--- src/rtl/mips_pkg.sv ---
`default_nettype none
// ----------------------------------------------------------------------------
// mips_pkg
// Shared state encoding and defaults for the pipeline hazard controller.
// Revision: 1.0
// ----------------------------------------------------------------------------
package mips_pkg;

   typedef enum logic [2:0] {
      RUN       = 3'd0,
      STEP_WAIT = 3'd1,
      STEP_GO   = 3'd2,
      DRAIN     = 3'd3,
      HALTED    = 3'd4
   } hc_state_t;

   localparam int DRAIN_CYCLES_DEFAULT = 3;
   localparam int REG_ADDR_W           = 5;

   // States in which the pipeline may issue (fetch/decode advances)
   function automatic logic is_issue_state(input hc_state_t s);
      return (s == RUN) || (s == STEP_GO);
   endfunction

endpackage
`default_nettype wire

--- src/rtl/hazard_controller_load_use_detect.sv ---
`default_nettype none
// ----------------------------------------------------------------------------
// load_use_detect
// Combinational load-use hazard compare between EX load and ID sources.
// Revision: 1.0
// ----------------------------------------------------------------------------
module load_use_detect
   import mips_pkg::*;
(
   input  logic                  mem_read,
   input  logic [REG_ADDR_W-1:0] ex_rt,
   input  logic [REG_ADDR_W-1:0] id_rs,
   input  logic [REG_ADDR_W-1:0] id_rt,
   output logic                  hazard
);

   // Register 0 is hard-wired, so a load into it never creates a dependency
   assign hazard = mem_read && (ex_rt != '0) && ((ex_rt == id_rs) || (ex_rt == id_rt));

endmodule
`default_nettype wire

--- src/rtl/hazard_controller.sv ---
`default_nettype none
// ----------------------------------------------------------------------------
// hazard_controller
// Load-use stall, branch flush, halt drain and debug single-step control.
// Optional stall counter enabled with macro HAZARD_STALL_CNT_EN.
// Revision: 1.0
// ----------------------------------------------------------------------------
module hazard_controller
   import mips_pkg::*;
#(
   parameter int DRAIN_CYCLES = DRAIN_CYCLES_DEFAULT
)
(
   input  logic                  i_clk,
   input  logic                  i_reset,
   input  logic                  i_IDEX_MemRead,
   input  logic [REG_ADDR_W-1:0] i_IDEX_RegisterRt,
   input  logic [REG_ADDR_W-1:0] i_IFID_RegisterRs,
   input  logic [REG_ADDR_W-1:0] i_IFID_RegisterRt,
   input  logic                  i_branch_taken,
   input  logic                  i_halt_instr,
   input  logic                  i_step_mode,
   input  logic                  i_step,
   output logic                  o_PCWrite,
   output logic                  o_IFIDWrite,
   output logic                  o_IDEX_bubble,
   output logic                  o_IFID_flush,
   output logic                  o_halted,
   output logic [2:0]            o_state
`ifdef HAZARD_STALL_CNT_EN
   ,
   output logic [15:0]           o_stall_count
`endif
);

   localparam int               CNT_W     = (DRAIN_CYCLES > 1) ? $clog2(DRAIN_CYCLES) : 1;
   localparam logic [CNT_W-1:0] CNT_LAST  = CNT_W'(DRAIN_CYCLES - 1);
   localparam logic [CNT_W-1:0] CNT_ONE   = CNT_W'(1);

   hc_state_t        state;
   logic [CNT_W-1:0] drain_cnt;
   logic             hazard;
   logic             issue;
   logic             halt_accept;

   load_use_detect u_load_use_detect (
      .mem_read (i_IDEX_MemRead),
      .ex_rt    (i_IDEX_RegisterRt),
      .id_rs    (i_IFID_RegisterRs),
      .id_rt    (i_IFID_RegisterRt),
      .hazard   (hazard)
   );

   assign issue       = is_issue_state(state);
   // A halt behind a taken branch is wrong-path; a halt behind a stall waits in ID
   assign halt_accept = issue && i_halt_instr && !hazard && !i_branch_taken;

   always_ff @(posedge i_clk) begin
      if (i_reset) begin
         state     <= RUN;
         drain_cnt <= '0;
      end else begin
         case (state)
            RUN: begin
               if (halt_accept) begin
                  state     <= DRAIN;
                  drain_cnt <= '0;
               end else if (i_step_mode) begin
                  state <= STEP_WAIT;
               end
            end
            STEP_WAIT: begin
               if (!i_step_mode)
                  state <= RUN;
               else if (i_step)
                  state <= STEP_GO;
            end
            STEP_GO: begin
               if (halt_accept) begin
                  state     <= DRAIN;
                  drain_cnt <= '0;
               end else if (i_step_mode) begin
                  state <= STEP_WAIT;
               end else begin
                  state <= RUN;
               end
            end
            DRAIN: begin
               if (drain_cnt == CNT_LAST)
                  state <= HALTED;
               else
                  drain_cnt <= drain_cnt + CNT_ONE;
            end
            HALTED: state <= HALTED;
            default: begin
               state     <= RUN;
               drain_cnt <= '0;
            end
         endcase
      end
   end

   always_comb begin
      o_PCWrite     = 1'b0;
      o_IFIDWrite   = 1'b0;
      o_IDEX_bubble = 1'b0;
      o_IFID_flush  = 1'b0;
      o_halted      = 1'b0;
      case (state)
         RUN, STEP_GO: begin
            if (hazard) begin
               o_IDEX_bubble = 1'b1;
            end else if (i_branch_taken) begin
               o_PCWrite    = 1'b1;
               o_IFIDWrite  = 1'b1;
               o_IFID_flush = 1'b1;
            end else if (!i_halt_instr) begin
               o_PCWrite   = 1'b1;
               o_IFIDWrite = 1'b1;
            end
         end
         DRAIN: o_IDEX_bubble = 1'b1;
         HALTED: begin
            o_IDEX_bubble = 1'b1;
            o_halted      = 1'b1;
         end
         default: o_IDEX_bubble = 1'b0;
      endcase
   end

   assign o_state = state;

`ifdef HAZARD_STALL_CNT_EN
   logic [15:0] stall_count;

   always_ff @(posedge i_clk) begin
      if (i_reset)
         stall_count <= '0;
      else if (issue && !o_PCWrite && (stall_count != 16'hFFFF))
         stall_count <= stall_count + 16'd1;
   end

   assign o_stall_count = stall_count;
`endif

endmodule
`default_nettype wire

--- config.mk ---
export PLATFORM = sky130hd
export DESIGN_NAME = hazard_controller
export DESIGN_NICKNAME = d
export VERILOG_FILES = /design/src/rtl/mips_pkg.sv /design/src/rtl/hazard_controller_load_use_detect.sv /design/src/rtl/hazard_controller.sv
export SDC_FILE = /design/constraint.sdc
export NUM_CORES = 1
export LEC_CHECK = 0
export CAP_MARGIN = 5
export CORE_MARGIN = 2
export CORE_UTILIZATION = 35
export DETAILED_ROUTE_END_ITERATION = 16
export PLACE_DENSITY = 0.77
export SLEW_MARGIN = 20
export SYNTH_ARGS = -nofsm -noshare
export SYNTH_HDL_FRONTEND = slang
export SYNTH_HIERARCHICAL = 1
export SYNTH_SLANG_ARGS = --single-unit
--- constraint.sdc ---
create_clock -name i_clk -period 3.11 [get_ports i_clk]
set_input_delay 0.7775 -clock i_clk [delete_from_list [all_inputs] [get_ports i_clk]]
set_output_delay 0.7775 -clock i_clk [all_outputs]
set_load 0.05 [all_outputs]
### Word-level counts from Yosys, hierarchy flattened

Cells that the tools add are included.

* flip-flop bits (word level): 5
* bits in latches: 0
* memory bits (writable): 0
* memory bits (read-only): 0
* input port bits: 22
* output and inout bits: 8
* word-level logic and storage cells: 53
* memories: 0

* $add $sub $neg: 1
* multiply operators: 0
* div/mod/pow operators: 0
* $lt $le $gt $ge: 0
* eq/ne operators: 12
* shifts and indexed selects: 0
* multiplexer cells: 21
* bitwise gates (word level): 1
* reduce and logical (&&, ||, !) cells: 16

Operator list (count)
* 2-to-1 mux 3 bit: 5
* one-hot mux 3 bit (5 select lines): 1
* equality test 5 bit: 2
* 2-to-1 mux 1 bit: 10
* equality test 3 x 2 -> 1 bit (second input constant): 2
* 2-to-1 mux 2 bit: 3
* != test 3 bit (second input constant): 2
* one-hot mux 2 bit (3 select lines): 1
* AND reduction 3 bit: 2
* OR reduction 2 bit: 3
* logical AND 1 bit: 5
* nonzero test 5 bit: 1
* != test 2 bit (second input constant): 2
* equality test 3 x 1 -> 1 bit (second input constant): 1
* equality test 3 bit (second input constant): 1
* logical NOT 3 bit: 1
* adder 2 x 1 -> 2 bit (second input constant): 1
* equality test 2 bit (second input constant): 1
* logical NOT 1 bit: 2
* logical OR 1 bit: 2
* != test 2 x 1 -> 1 bit (second input constant): 1
* one-hot mux 1 bit (2 select lines): 1
* NOT 1 bit: 1

### Longest topological paths before layout

Gate-level depths: netlist of the first run.

* depth in word-level cells: 8
* depth in mapped cells: 7
* depth with buffers taken out: 7

### Modules after synthesis

Netlist of the first run, hierarchy kept.

Modules (own cells, without submodules)
* hazard_controller: times used 1, cells an instance 39, area an instance 362.8 µm², seq. area each 100.1 µm²
* load_use_detect: times used 1, cells an instance 17, area an instance 125.1 µm², seq. area each 0.0 µm²

### Worst setup path before layout of the first run

OpenSTA, ideal clock, no wires.

* kind: input port to output port
* from: input port i_IDEX_RegisterRt[1]
* to: output port o_PCWrite
* arrival time: 2.770 ns
* data required time: 2.332 ns
* path slack: -0.437 ns
* stages on the path: 6
* buffers on the path: 1
* path through: or4_1 o21ai_1 a21oi_1 nor3_4 nor2b_1 buf_4

* cells in the longest elaborated chain, start to end: 5
* elaborated cells on any way between the ends: 8
* those cells by class: eq/ne: 2; mux: 2; reduce/logical: 4

RTL lines
* start, declared: RTL line hazard_controller.sv:17 `input logic [REG_ADDR_W-1:0] i_IDEX_RegisterRt,`
* equality test 5 bit / nonzero test 5 bit (equally long branches): RTL line hazard_controller_load_use_detect.sv:18 `assign hazard = mem_read && (ex_rt != '0) && ((ex_rt == id_rs) || (ex_rt == id_rt));`
* logical OR 1 bit / logical AND 1 bit (equally long branches): RTL line hazard_controller_load_use_detect.sv:18
* logical AND 1 bit (*): RTL line hazard_controller_load_use_detect.sv:18
* via hazard: RTL line hazard_controller.sv:42 `logic hazard;`
* 2-to-1 mux 1 bit (*) (2 in a row)
* end, declared: RTL line hazard_controller.sv:24 `output logic o_PCWrite,`

The timed path passes the listed nets; every way through them passes the cells marked *.

### Worst setup path in the final report of the first run

* from: input port i_IFID_RegisterRt[2]
* to: output port o_IDEX_bubble

* cells in the longest elaborated chain, start to end: 5

RTL lines
* start, declared: RTL line hazard_controller.sv:19 `input logic [REG_ADDR_W-1:0] i_IFID_RegisterRt,`
* equality test 5 bit: RTL line hazard_controller_load_use_detect.sv:18
* logical OR 1 bit: RTL line hazard_controller_load_use_detect.sv:18
* logical AND 1 bit: RTL line hazard_controller_load_use_detect.sv:18
* via hazard: RTL line hazard_controller.sv:42
* 2-to-1 mux 1 bit: RTL line hazard_controller.sv:111 `if (hazard) begin`
* one-hot mux 1 bit (2 select lines): RTL line hazard_controller.sv:109 `case (state)`
* end, declared: RTL line hazard_controller.sv:26 `output logic o_IDEX_bubble,`

The timed path passes the listed nets, and every way through them passes these cells.

==> impl_metrics.tcl, run 1 <==
set metrics [dict create \
    syn_area_um2 488 \
    h-tree-depth 1 \
    drv_slew 0 \
    drv_cap 0 \
    drive_gt1_frac 0.297 \
    hp-class "flop to flop" \
    die_h_um 41.3 \
    first_iter_violations 5 \
    route.detailed.drc 0 \
    post-synth-top-area-fraction 0.205 \
    coreArea_um2 1300 \
    critPathCaptureType "output port" \
    pwr_density_cell_nw_per_um2 319 \
    fin_crit_ns 3.05 \
    antenna_left 0 \
    ys_seq_area_frac 0.205 \
    status "finished clean" \
    cts_tree "done" \
    dieArea_um2 1710 \
    synth-seq-cells 5 \
    totalWireLength_mm 1.35 \
    finalCritPeriodShare 0.980 \
    dp_hpwl_mm 1.04 \
    rows 13 \
    worstMarginPinSlew_ns 0.499 \
    grt-ovfl-total 0 \
    power.leakage_nw 0.372 \
    syn-instance-count 56 \
    wl_per_cell_um 12.7 \
    cts.path.max_buffers 2 \
    crit_required_ns 2.33 \
    drtPass1Iterations 4 \
    place_area_um2 848 \
    diodes 0 \
    syn-num-nets 79 \
    die_x_um 41.3 \
    cts_made_buffers 3 \
    fin_area_um2 901 \
    cts-root-buf "clkbuf_4" \
    tns_ns 0 \
    whs_ns 0.621 \
    critPathMaxFanout 3 \
    maxSlewHeadroom 0.667 \
    finalSetupViolCount 0 \
    cts.sinks 5 \
    area_delta_synth_final_pct 84.6 \
    dpl.cell_count 101 \
    ys_top_cells_by_area "dfxtp_1, xor2_1, xnor2_1" \
    io_buffers 29 \
    clkTransAtPathRegs_ns 0.04 \
    place.gp.congestion 0.709 \
    start_util 0.375 \
    worst_ep_arrival_time_ns 2.27 \
    final_cells 106 \
    clkLatencyLatePin_ns 0.25 \
    drt-vias-per-instance 5.05 \
    synth_warnings 6 \
    synth_top_area_cell "dfxtp_1" \
    worstSetupStartpoint "i_IFID_RegisterRt[2]" \
    fin_skew_ns 0.00336 \
    fmax_ghz 0.328 \
    critPathLaunchType "primary input" \
    grt_pass1_wl_mm 2.00 \
    crit_type "primary input to output port" \
    yosys.cell_types.count 30 \
    num_io_pins 30 \
    worstHoldStart "drain_cnt[1]" \
    avgSynthCellArea_um2 8.71 \
    vias 535 \
    cts_hold_buf 0 \
    antenna_found_initial 0 \
    grt_start_max_net_pins 12 \
    groute.usage.overall 0.181 \
    hold_violations 0 \
    final_nets 115 \
    grt_pass1_vias 496 \
    reg2reg_from "o_state[0]" \
    ir_drop_mv 0.194 \
]
## final cells by class
class                   instances  area, um2
fillers                       111        400
multi-input cells              47        394
repair buffers                 34        358
flip-flops and latches          5        100
clock buffers                   4       26.3
well taps                      15       18.8
inverters                       1       3.75
## synth_stat cells
master,count
buf_6,1
o21ai_0,1
nor3_4,1
nand2_1,3
inv_1,1
o21a_1,1
a311oi_1,1
a221oi_1,1
xor2_1,6
xnor2_1,4
nor3b_2,1
o21ai_1,2
and2b_4,1
nor3b_1,1
and2_1,1
a21oi_1,1
buf_4,2
a221oi_2,1
nand3b_1,1
ha_1,1
nor2b_4,1
dfxtp_1,5
a31oi_1,1
nor3_1,4
nor2_1,2
a211oi_1,1
or4_1,1
nor2b_1,5
mux2_1,2
nand3_1,2
## logic make-up after synthesis
logic type / count (synthesis) / share of synthesized area
flip-flops: 5 / 0.205
AO/OA/AOI/OAI: 10 / 0.151
adder cells (fa/ha/maj): 1 / 0.0256
XOR/XNOR: 10 / 0.179
multiplexers: 2 / 0.0462
buffers and inverters: 4 / 0.0615
AND/OR/NAND/NOR: 24 / 0.331
## sequential cells by signal, summed over array words and instances (netlist names)
name       flops
drain_cnt      2
o_state        3
## path summary, 6_finish.rpt
check | cells past startpoint | slack [ns] | to
max | 8 | 0.06 | o_IDEX_bubble
min reg2reg | 2 | 0.62 | drain_cnt[1]
min | 2 | 0.62 | drain_cnt[1]
max reg2reg | 5 | 1.40 | drain_cnt[1]
## critical path, cell delays in order
cell             delay (ns)
clkdlybuf4s50_1        0.49
xnor2_1                0.12
nand3_1                0.10
a21oi_2                0.18
nor3_4                 0.06
buf_6                  0.14
a211oi_4               0.23
buf_12                 0.17
## power breakdown
group	switching, mW	total (mW)	leakage (nW)	internal, mW
logic	0.0638	0.136	0.316	0.0726
registers	0.00779	0.0744	0.0407	0.0666
clock network	0.0283	0.0769	0.0150	0.0486
total	0.0998	0.288	0.372	0.188
## repair_timing
item,4_1_cts,5_1_grt
hold endpoints to repair,0,0
buffers inserted,1,0
endpoints found under the setup margin,4,3
pin swaps,9,11
resized for setup,25,8
## cells in the final DEF (no fill, tap or decap), types with 3 or more instances in the layout
master and instances:
buf_12 4, buf_4 4, clkbuf_4 3, clkdlybuf4s15_1 3
clkdlybuf4s50_1 12, dfxtp_1 5, dlygate4sd2_1 4, nand2_1 3
nor2b_1 4, nor3_1 3, xnor2_1 4, xor2_1 6
## layer usage
| layer | wire [um] | global-route usage |
|---|---|---|
| met5 | 0 | 0 |
| met4 | 0 | 0.0484 |
| met3 | 138 | 0.0745 |
| met2 | 715 | 0.359 |
| met1 | 492 | 0.165 |
## metrics by stage
step           setup slack (ns)  power [mW]  utilization
2_1_floorplan            -0.165       0.141            -
4_1_cts                 0.00376       0.291        0.693
3_5_place_dp             -0.395       0.208        0.652
6_report                 0.0621       0.288        0.692
3_3_place_gp             -0.351       0.206        0.652
5_1_grt                 -0.0350       0.304        0.692
Note: power is estimated with default switching activity, not from simulation.
==> inputs of run 2 (changes only) <==
- CORE_MARGIN: 2 -> 1
==> impl_metrics.tcl, run 2 (synthesis gave the netlist of run 1 again) <==
set metrics [dict create \
    status "finished clean" \
    cts_made_buffers 3 \
    diodes 0 \
    dp_hpwl_mm 1.02 \
    grt-ovfl-total 0 \
    hold_violations 0 \
    pwr-share-clk 0.271 \
    area_delta_synth_final_pct 85.1 \
    power.leakage_nw 0.391 \
    grt_start_max_net_pins 12 \
    die_x_um 39.3 \
    cts-root-buf "clkbuf_4" \
    start_util 0.375 \
    rsz0062_at_grt "no" \
    largest_register_ff_count 3 \
    cts.path.max_buffers 2 \
    dieArea_um2 1550 \
    hp-class "flop to flop" \
    grt_pass1_vias 492 \
    grt_pass1_wl_mm 1.93 \
    drive_gt1_frac 0.275 \
    clkLatencyLatePin_ns 0.24 \
    worstMarginPinSlew_ns 0.503 \
    finalSetupViolCount 0 \
    crit_type "primary input to output port" \
    num_io_pins 30 \
    final_common_cell "clkdlybuf4s50_1" \
    die_h_um 39.3 \
    rows 13 \
    totalWireLength_mm 1.26 \
    critPathCaptureType "output port" \
    critPathSlowestCell "or4_1" \
    cts_tree "done" \
    fin_crit_ns 3.03 \
    cts.sinks 5 \
    path_cells "clkdlybuf4s15_2 -> or4_1 -> o21ai_2 -> a21oi_2 -> nor3_4 -> nor2b_4 -> buf_12" \
    coreArea_um2 1300 \
    fmax_ghz 0.330 \
    switchingPower_uw 98.4 \
    drtPass1Iterations 2 \
    finalCritPeriodShare 0.974 \
    p_comb_frac 0.470 \
    groute.usage.overall 0.187 \
    maxSlewHeadroom 0.664 \
    critical_path.max_stage_delay_ns 0.52 \
    crit_required_ns 2.33 \
    route.detailed.drc 0 \
    antenna_found_initial 0 \
    critPathLaunchType "primary input" \
    fillCellCount 110 \
    p_int_uw 187 \
    h-tree-depth 1 \
    drv_slew 0 \
    power_frac_seq 0.259 \
    worst_ep_arrival_time_ns 2.25 \
    cts_hold_buf 0 \
    setup_slack_ns 0.0809 \
    vias 533 \
    io_buffers 29 \
    swShare 0.345 \
    post-place-ws_ns -0.320 \
    critPathMaxFanout 3 \
    final_nets 115 \
    ir_drop_mv 0.216 \
    antenna_left 0 \
    final_cell_mix "clkdlybuf4s50_1, dlygate4sd2_1, xor2_1" \
    drv_cap 0 \
    drt-vias-per-instance 5.03 \
    first_iter_violations 3 \
    fin_skew_ns 0.00599 \
    clkTransAtPathRegs_ns 0.04 \
    place.gp.congestion 0.722 \
    wl_per_cell_um 11.9 \
    postLayoutCoreUtil 0.694 \
    pwr_density_cell_nw_per_um2 316 \
]
run 2: cell count changes in the layout (fill, tap and decap cells not counted), sizes merged:
cell	change
dlygate4sd2	+3
clkdlybuf4s15	-2
clkdlybuf4s50	-2
dlymetal6s2s	+2
buf	-1
run 2: layer usage:
layer	global-route usage	wire length, um
met5	0	0
met4	0.103	0
met3	0.0511	162
met2	0.358	651
met1	0.173	446
run 2: path summary, 6_finish.rpt:
| path | start | end | slack, ns | cells after the start |
|---|---|---|---|---|
| setup / recovery | i_IDEX_RegisterRt[4] | o_IFIDWrite | 0.08 | 7 |
| hold / removal | drain_cnt[1] | drain_cnt[1] | 0.62 | 2 |
| setup reg to reg | o_state[0] | drain_cnt[1] | 1.42 | 5 |
| hold reg to reg | drain_cnt[1] | drain_cnt[1] | 0.62 | 2 |
run 2: layout make-up:
| cell class | instances | area, um2 | area share |
|---|---|---|---|
| multi-input cells | 47 | 390 | 0.432 |
| repair buffers | 34 | 364 | 0.403 |
| clock buffers | 4 | 26.3 | 0.0291 |
| inverters | 1 | 3.75 | 0.00416 |
| flip-flops and latches | 5 | 100 | 0.111 |
| well taps | 15 | 18.8 | 0.0208 |
run 2: power by group through the flow:
| stage | Sequential [mW] | Clock [mW] | Combinational [mW] |
|---|---|---|---|
| 2_1_floorplan | 0.0766 | 0 | 0.0641 |
| 4_1_cts | 0.0737 | 0.0816 | 0.134 |
| 3_5_place_dp | 0.0747 | 0 | 0.132 |
| 5_1_grt | 0.0745 | 0.0834 | 0.143 |
| 6_report | 0.0739 | 0.0775 | 0.134 |
| 3_3_place_gp | 0.0746 | 0 | 0.131 |
run 2: through the flow:
stage / setup TNS (ns) / instances / hold slack (ns) / instance area, um2 / total power [mW]
CTS: 0 / 106 / 0.621 / 888 / 0.290
floorplan: -0.165 / 56 / 0.556 / 495 / 0.141
detailed placement: -0.989 / 101 / 0.603 / 848 / 0.207
finish: 0 / 106 / 0.623 / 903 / 0.285
global placement: -0.879 / 101 / 0.576 / 848 / 0.206
global route: 0 / 106 / 0.665 / 903 / 0.301
run 2: timing repair:
action                     4_1_cts  5_1_grt
buffers inserted                 1        0
gates resized for setup         21        8
setup endpoints to repair        4        3
pin swaps                        9       12
run 2: worst max-delay path: cells and delay by family:
family                 cells  cell delay, ns
AND/OR/NAND/NOR            3            0.91
buffers and inverters      2            0.37
AO/OA/AOI/OAI              2            0.20
